<file path="src/rtl/if_fetch_unit.sv">
// if_fetch_unit: IF stage with one-outstanding SRAM-like fetch, one-entry skid buffer and redirect with stale-data discard.
// Define FETCH_ADEL_EN to deliver a misaligned PC as an if_adel entry instead of fetching it.
module if_fetch_unit #(
  parameter logic [31:0] RESET_PC = 32'hBFC0_0000,
  parameter logic [31:0] EXC_VEC  = 32'hBFC0_0380
) (
  input  logic        clk,
  input  logic        resetn,
  output logic        inst_req,
  output logic        inst_wr,
  output logic [1:0]  inst_size,
  output logic [31:0] inst_addr,
  output logic [31:0] inst_wdata,
  input  logic        inst_addr_ok,
  input  logic        inst_data_ok,
  input  logic [31:0] inst_rdata,
  input  logic        exc_oc,
  input  logic        eret,
  input  logic [31:0] epc,
  input  logic        br_taken,
  input  logic [31:0] br_target,
  input  logic        if_id_stall,
  output logic [31:0] if_pc,
  output logic [31:0] if_inst,
  output logic        if_valid,
  output logic        if_adel
);
  typedef enum logic [1:0] {IDLE, WAIT_ADDR, WAIT_DATA} state_t;
  state_t state;
  logic [31:0] pc, redirect_pc, req_pc, skid_pc, skid_inst, target, next_pc, issue_addr;
  logic discard, skid_valid, redirect, data_in, out_free, can_issue, issue;
  assign inst_wr = 1'b0;
  assign inst_size = 2'b10;
  assign inst_wdata = '0;
  assign redirect = exc_oc | eret | br_taken;
  assign target = exc_oc ? EXC_VEC : eret ? epc : br_target;
  assign next_pc = redirect ? target : pc;
  assign data_in = state == WAIT_DATA && inst_data_ok && !discard && !redirect;
  assign out_free = !if_valid || !if_id_stall;
`ifdef FETCH_ADEL_EN
  logic adel_done, adel_fire;
  assign issue_addr = next_pc;
  assign can_issue = (redirect || (!skid_valid && !(data_in && !out_free))) && next_pc[1:0] == 2'b00;
  assign adel_fire = state == IDLE && !skid_valid && pc[1:0] != 2'b00 && !adel_done;
  always_ff @(posedge clk) begin
    if (!resetn || redirect) begin
      if_adel <= 1'b0;
      adel_done <= 1'b0;
    end else if (out_free) begin
      if_adel <= adel_fire;
      if (adel_fire) adel_done <= 1'b1;
    end
  end
`else
  assign issue_addr = {next_pc[31:2], 2'b00};
  assign can_issue = redirect || (!skid_valid && !(data_in && !out_free));
  assign if_adel = 1'b0;
`endif
  // a returning word may go straight back out as the next request when the skid stays empty
  assign issue = can_issue && (state == IDLE || (state == WAIT_DATA && inst_data_ok));
  always_ff @(posedge clk) begin
    if (!resetn) begin
      state <= IDLE;
      pc <= RESET_PC;
      redirect_pc <= '0;
      req_pc <= '0;
      discard <= 1'b0;
      inst_req <= 1'b0;
      inst_addr <= '0;
    end else begin
      if (issue) begin
        state <= WAIT_ADDR;
        inst_req <= 1'b1;
        inst_addr <= issue_addr;
        req_pc <= next_pc;
      end
      case (state)
        IDLE: pc <= next_pc;
        WAIT_ADDR: begin
          if (inst_addr_ok) begin
            state <= WAIT_DATA;
            inst_req <= 1'b0;
            pc <= redirect ? target : discard ? redirect_pc : pc + 32'd4;
            discard <= discard | redirect;
          end else if (redirect) begin
            redirect_pc <= target;
            discard <= 1'b1;
          end
        end
        WAIT_DATA: begin
          pc <= next_pc;
          if (inst_data_ok) begin
            discard <= 1'b0;
            if (!issue) state <= IDLE;
          end else if (redirect) begin
            discard <= 1'b1;
          end
        end
        default: state <= IDLE;
      endcase
    end
  end
  always_ff @(posedge clk) begin
    if (!resetn) begin
      if_valid <= 1'b0;
      if_pc <= '0;
      if_inst <= '0;
      skid_valid <= 1'b0;
      skid_pc <= '0;
      skid_inst <= '0;
    end else if (redirect) begin
      if_valid <= 1'b0;
      skid_valid <= 1'b0;
    end else if (!out_free) begin
      if (data_in) begin
        skid_valid <= 1'b1;
        skid_pc <= req_pc;
        skid_inst <= inst_rdata;
      end
    end else if (skid_valid) begin
      if_valid <= 1'b1;
      if_pc <= skid_pc;
      if_inst <= skid_inst;
      skid_valid <= 1'b0;
    end else if (data_in) begin
      if_valid <= 1'b1;
      if_pc <= req_pc;
      if_inst <= inst_rdata;
`ifdef FETCH_ADEL_EN
    end else if (adel_fire) begin
      if_valid <= 1'b1;
      if_pc <= pc;
      if_inst <= '0;
`endif
    end else begin
      if_valid <= 1'b0;
    end
  end
endmodule

</file>
<file path="config.mk">
export PLATFORM = sky130hd
export DESIGN_NAME = if_fetch_unit
export DESIGN_NICKNAME = d
export VERILOG_FILES = /design/src/rtl/if_fetch_unit.sv
export SDC_FILE = /design/constraint.sdc
export NUM_CORES = 1
export LEC_CHECK = 0
export ABC_AREA = 1
export BUFFER_PORTS_ARGS = -buffer_cell sky130_fd_sc_hd__buf_2
export CORE_ASPECT_RATIO = 0.8
export CORE_MARGIN = 2
export CORE_UTILIZATION = 55
export CTS_CLUSTER_SIZE = 8
export DETAILED_ROUTE_END_ITERATION = 12
export PLACE_DENSITY = 0.8
export SETUP_SLACK_MARGIN = 0.05
export SKIP_CTS_REPAIR_TIMING = 1
export SYNTH_ARGS = -nofsm -noshare
export SYNTH_HDL_FRONTEND = slang
export SYNTH_SLANG_ARGS = --single-unit
</file>
<file path="constraint.sdc">
create_clock -name clk -period 2.1 [get_ports clk]
set_input_delay 0.42 -clock clk [delete_from_list [all_inputs] [get_ports clk]]
set_output_delay 0.42 -clock clk [all_outputs]
set_load 0.02 [all_outputs]
</file>
==> results.ini <==
[timing]
holdWs_ps=156.7
finalMaxSlewViolations=0
timing.final.hold_violations=0
rsz0062_at_grt=yes
fmax_ghz=0.5349
period_needed_ps=1870
relSlewSlack_pct=53.80
period_share_pct=89.03
worstMarginPinSlew_ps=693.0
setup_viol=0
fin_worst_skew_ps=9.995
tns_ps=0

[floorplanning]
io_pins=238
start_util_pct=55.64
rows=47
die_w_um=165.3
die_height_um=133.1
core_mm2=0.02058
dieArea_mm2=0.02200

[route]
drtPass1Iterations=8
ant_nets=0
wl_per_cell_um=15.83
drc=0
via_per_inst=5.531
vias=11161
drtIter0Drc=888
wirelength_um=31940

[place]
portBuffers=199
hpwl_um=21760
gp_congestion=1.020
placed_area_mm2=0.01249

[yosys]
synth_top_family_by_area=compound AO/OA/AOI/OAI gates
yosysMostFrequentCell=nor2_1
synth_cells=1604
ys_types=41
synth_top_cells_by_count=nor2_1 (304), dfxtp_1 (230), nand2_1 (211), o21ai_0 (194), a21oi_1 (151)
synth-main-ff-cell=dfxtp_1
yosysWarnings=0
synthArstFlopShare_pct=0
synth_xor_area_share_pct=0.5353
mappedNetlistArea_mm2=0.01145
synth_compound_area_share_pct=21.77
muxShareOfSynthArea_pct=5.681
syn_area_per_cell_um2=7.140
synthAdderAreaFrac_pct=0.5463
synthSimpleGateAreaFrac_pct=19.88
ys_ff_latch=230
synth_edf_count=0
yosysTopAreaCell=dfxtp_1
synth_top_area_share_pct=40.21
seq_area_frac_synth_pct=40.21
yosys-top-cells-area=dfxtp_1 (40%), nor2_1 (10%), o21ai_0 (8.5%)

[finish]
drive_gt1_share_pct=17.55
fin_util_pct=65.23
insertedDiodeCount=0
final_area_mm2=0.01343
nets=1854
syn_to_final_growth_pct=17.23

[worst_setup_path]
worstSetupPathType=register to register
start_kind=register
arrival_ps=2260
cp_max_fo=30
critPathLaunch=state[1]$_SDFF_PN0_
cp.required_ps=2490
worstRegToRegCells=9
r2r_start=state[1]$_SDFF_PN0_
end_kind=register

[run]
maxCapViolCount=0

[grt]
track_usage_pct=28.89
grt_max_degree=198
grt_pass1_wl_um=51390
grt_pass1_vias=10341
antenna_found_initial=0
grt-ovfl-total=0

[run_status]
outcome=completed

[power]
power.density_mw_per_mm2=1040
power_mw=13.96
irDropWorstVdd_v=0.0005832
leakage_nw=5.776

[clocking]
insertion_delay_ps=490
cts.sink_count=230
cts_buffers=34
cts_tree=yes
clk_pin_slew_ps=50
cts_htree_levels=2
cts_root_buffer=clkbuf_16
clockBufferDepth=3

[hold_path]
hold_depth=2
hp-class=input port to register
hold_start=inst_addr_ok

## cells in the final DEF (no fill, tap or decap), drive strengths merged, types with 46 or more instances in the layout
cell type / Yosys / final
a21oi: 152 / 152
buf: 112 / 247
dfxtp: 230 / 230
inv: 72 / 72
mux2i: 65 / 65
nand2: 213 / 213
nand3: 46 / 46
nor2: 309 / 309
o21ai: 259 / 259
## worst max-delay path, stage by stage, from the launching register on
cell      delay (ps)
dfxtp_1          360
inv_1            100
ha_1             210
inv_1             70
nor2_1           140
inv_1             80
nor2_1           160
buf_4            330
nor2_1            70
a311oi_1         230
## cell type report
cell class / instances / area [µm²]
sequential: 230 / 4608
clock buffer: 38 / 887.1
fill: 1788 / 7157
inverter: 73 / 276.5
clock inverter: 2 / 32.53
tap: 269 / 336.6
timing repair buffer: 247 / 1572
multi-input combinational: 1159 / 5713
## path summary, 6_finish.rpt
kind	endpoint	slack [ps]
worst max-delay path	redirect_pc[28]$_SDFFE_PN0P_	230
worst min-delay path	inst_req$_SDFF_PN0_	160
worst max register to register	redirect_pc[28]$_SDFFE_PN0P_	230
worst min register to register	redirect_pc[4]$_SDFFE_PN0P_	450
## cells by family after synthesis
group | Yosys count
AO/OA/AOI/OAI | 469
XOR/XNOR | 7
adder cells (fa/ha/maj) | 5
buffers and inverters | 251
flip-flops | 230
multiplexers | 65
other | 2
AND/OR/NAND/NOR | 575
## routing by layer
metal	part of all wire [%]	GRT usage, %	routed length, µm
met4	3.4	10.49	1075
met1	44	39.10	14010
met3	8.5	7.398	2699
met2	44	44.58	14160
met5	0	0	0
## where the power goes
part / leakage [nW] / switching (mW) / internal [mW]
Sequential: 1.87 / 0.569 / 4.90
Combinational: 3.45 / 2.42 / 1.26
Clock: 0.449 / 1.85 / 2.95
## through the flow
step / setup slack, ps / instances
6_report: 230.3 / 2018
5_1_grt: 32.56 / 2018
4_1_cts: 129.5 / 2018
3_5_place_dp: 163.1 / 1978
3_3_place_gp: 237.7 / 1978
2_1_floorplan: 359.9 / 1640
## registers in the layout, indices dropped and copies added (netlist names)
signal / flops
discard: 1
if_inst: 32
if_pc: 32
if_valid: 1
inst_req: 1
pc: 32
redirect_pc: 32
req_pc: 32
skid_inst: 32
skid_pc: 32
skid_valid: 1
state: 2
(Power assumes the default switching activity.)
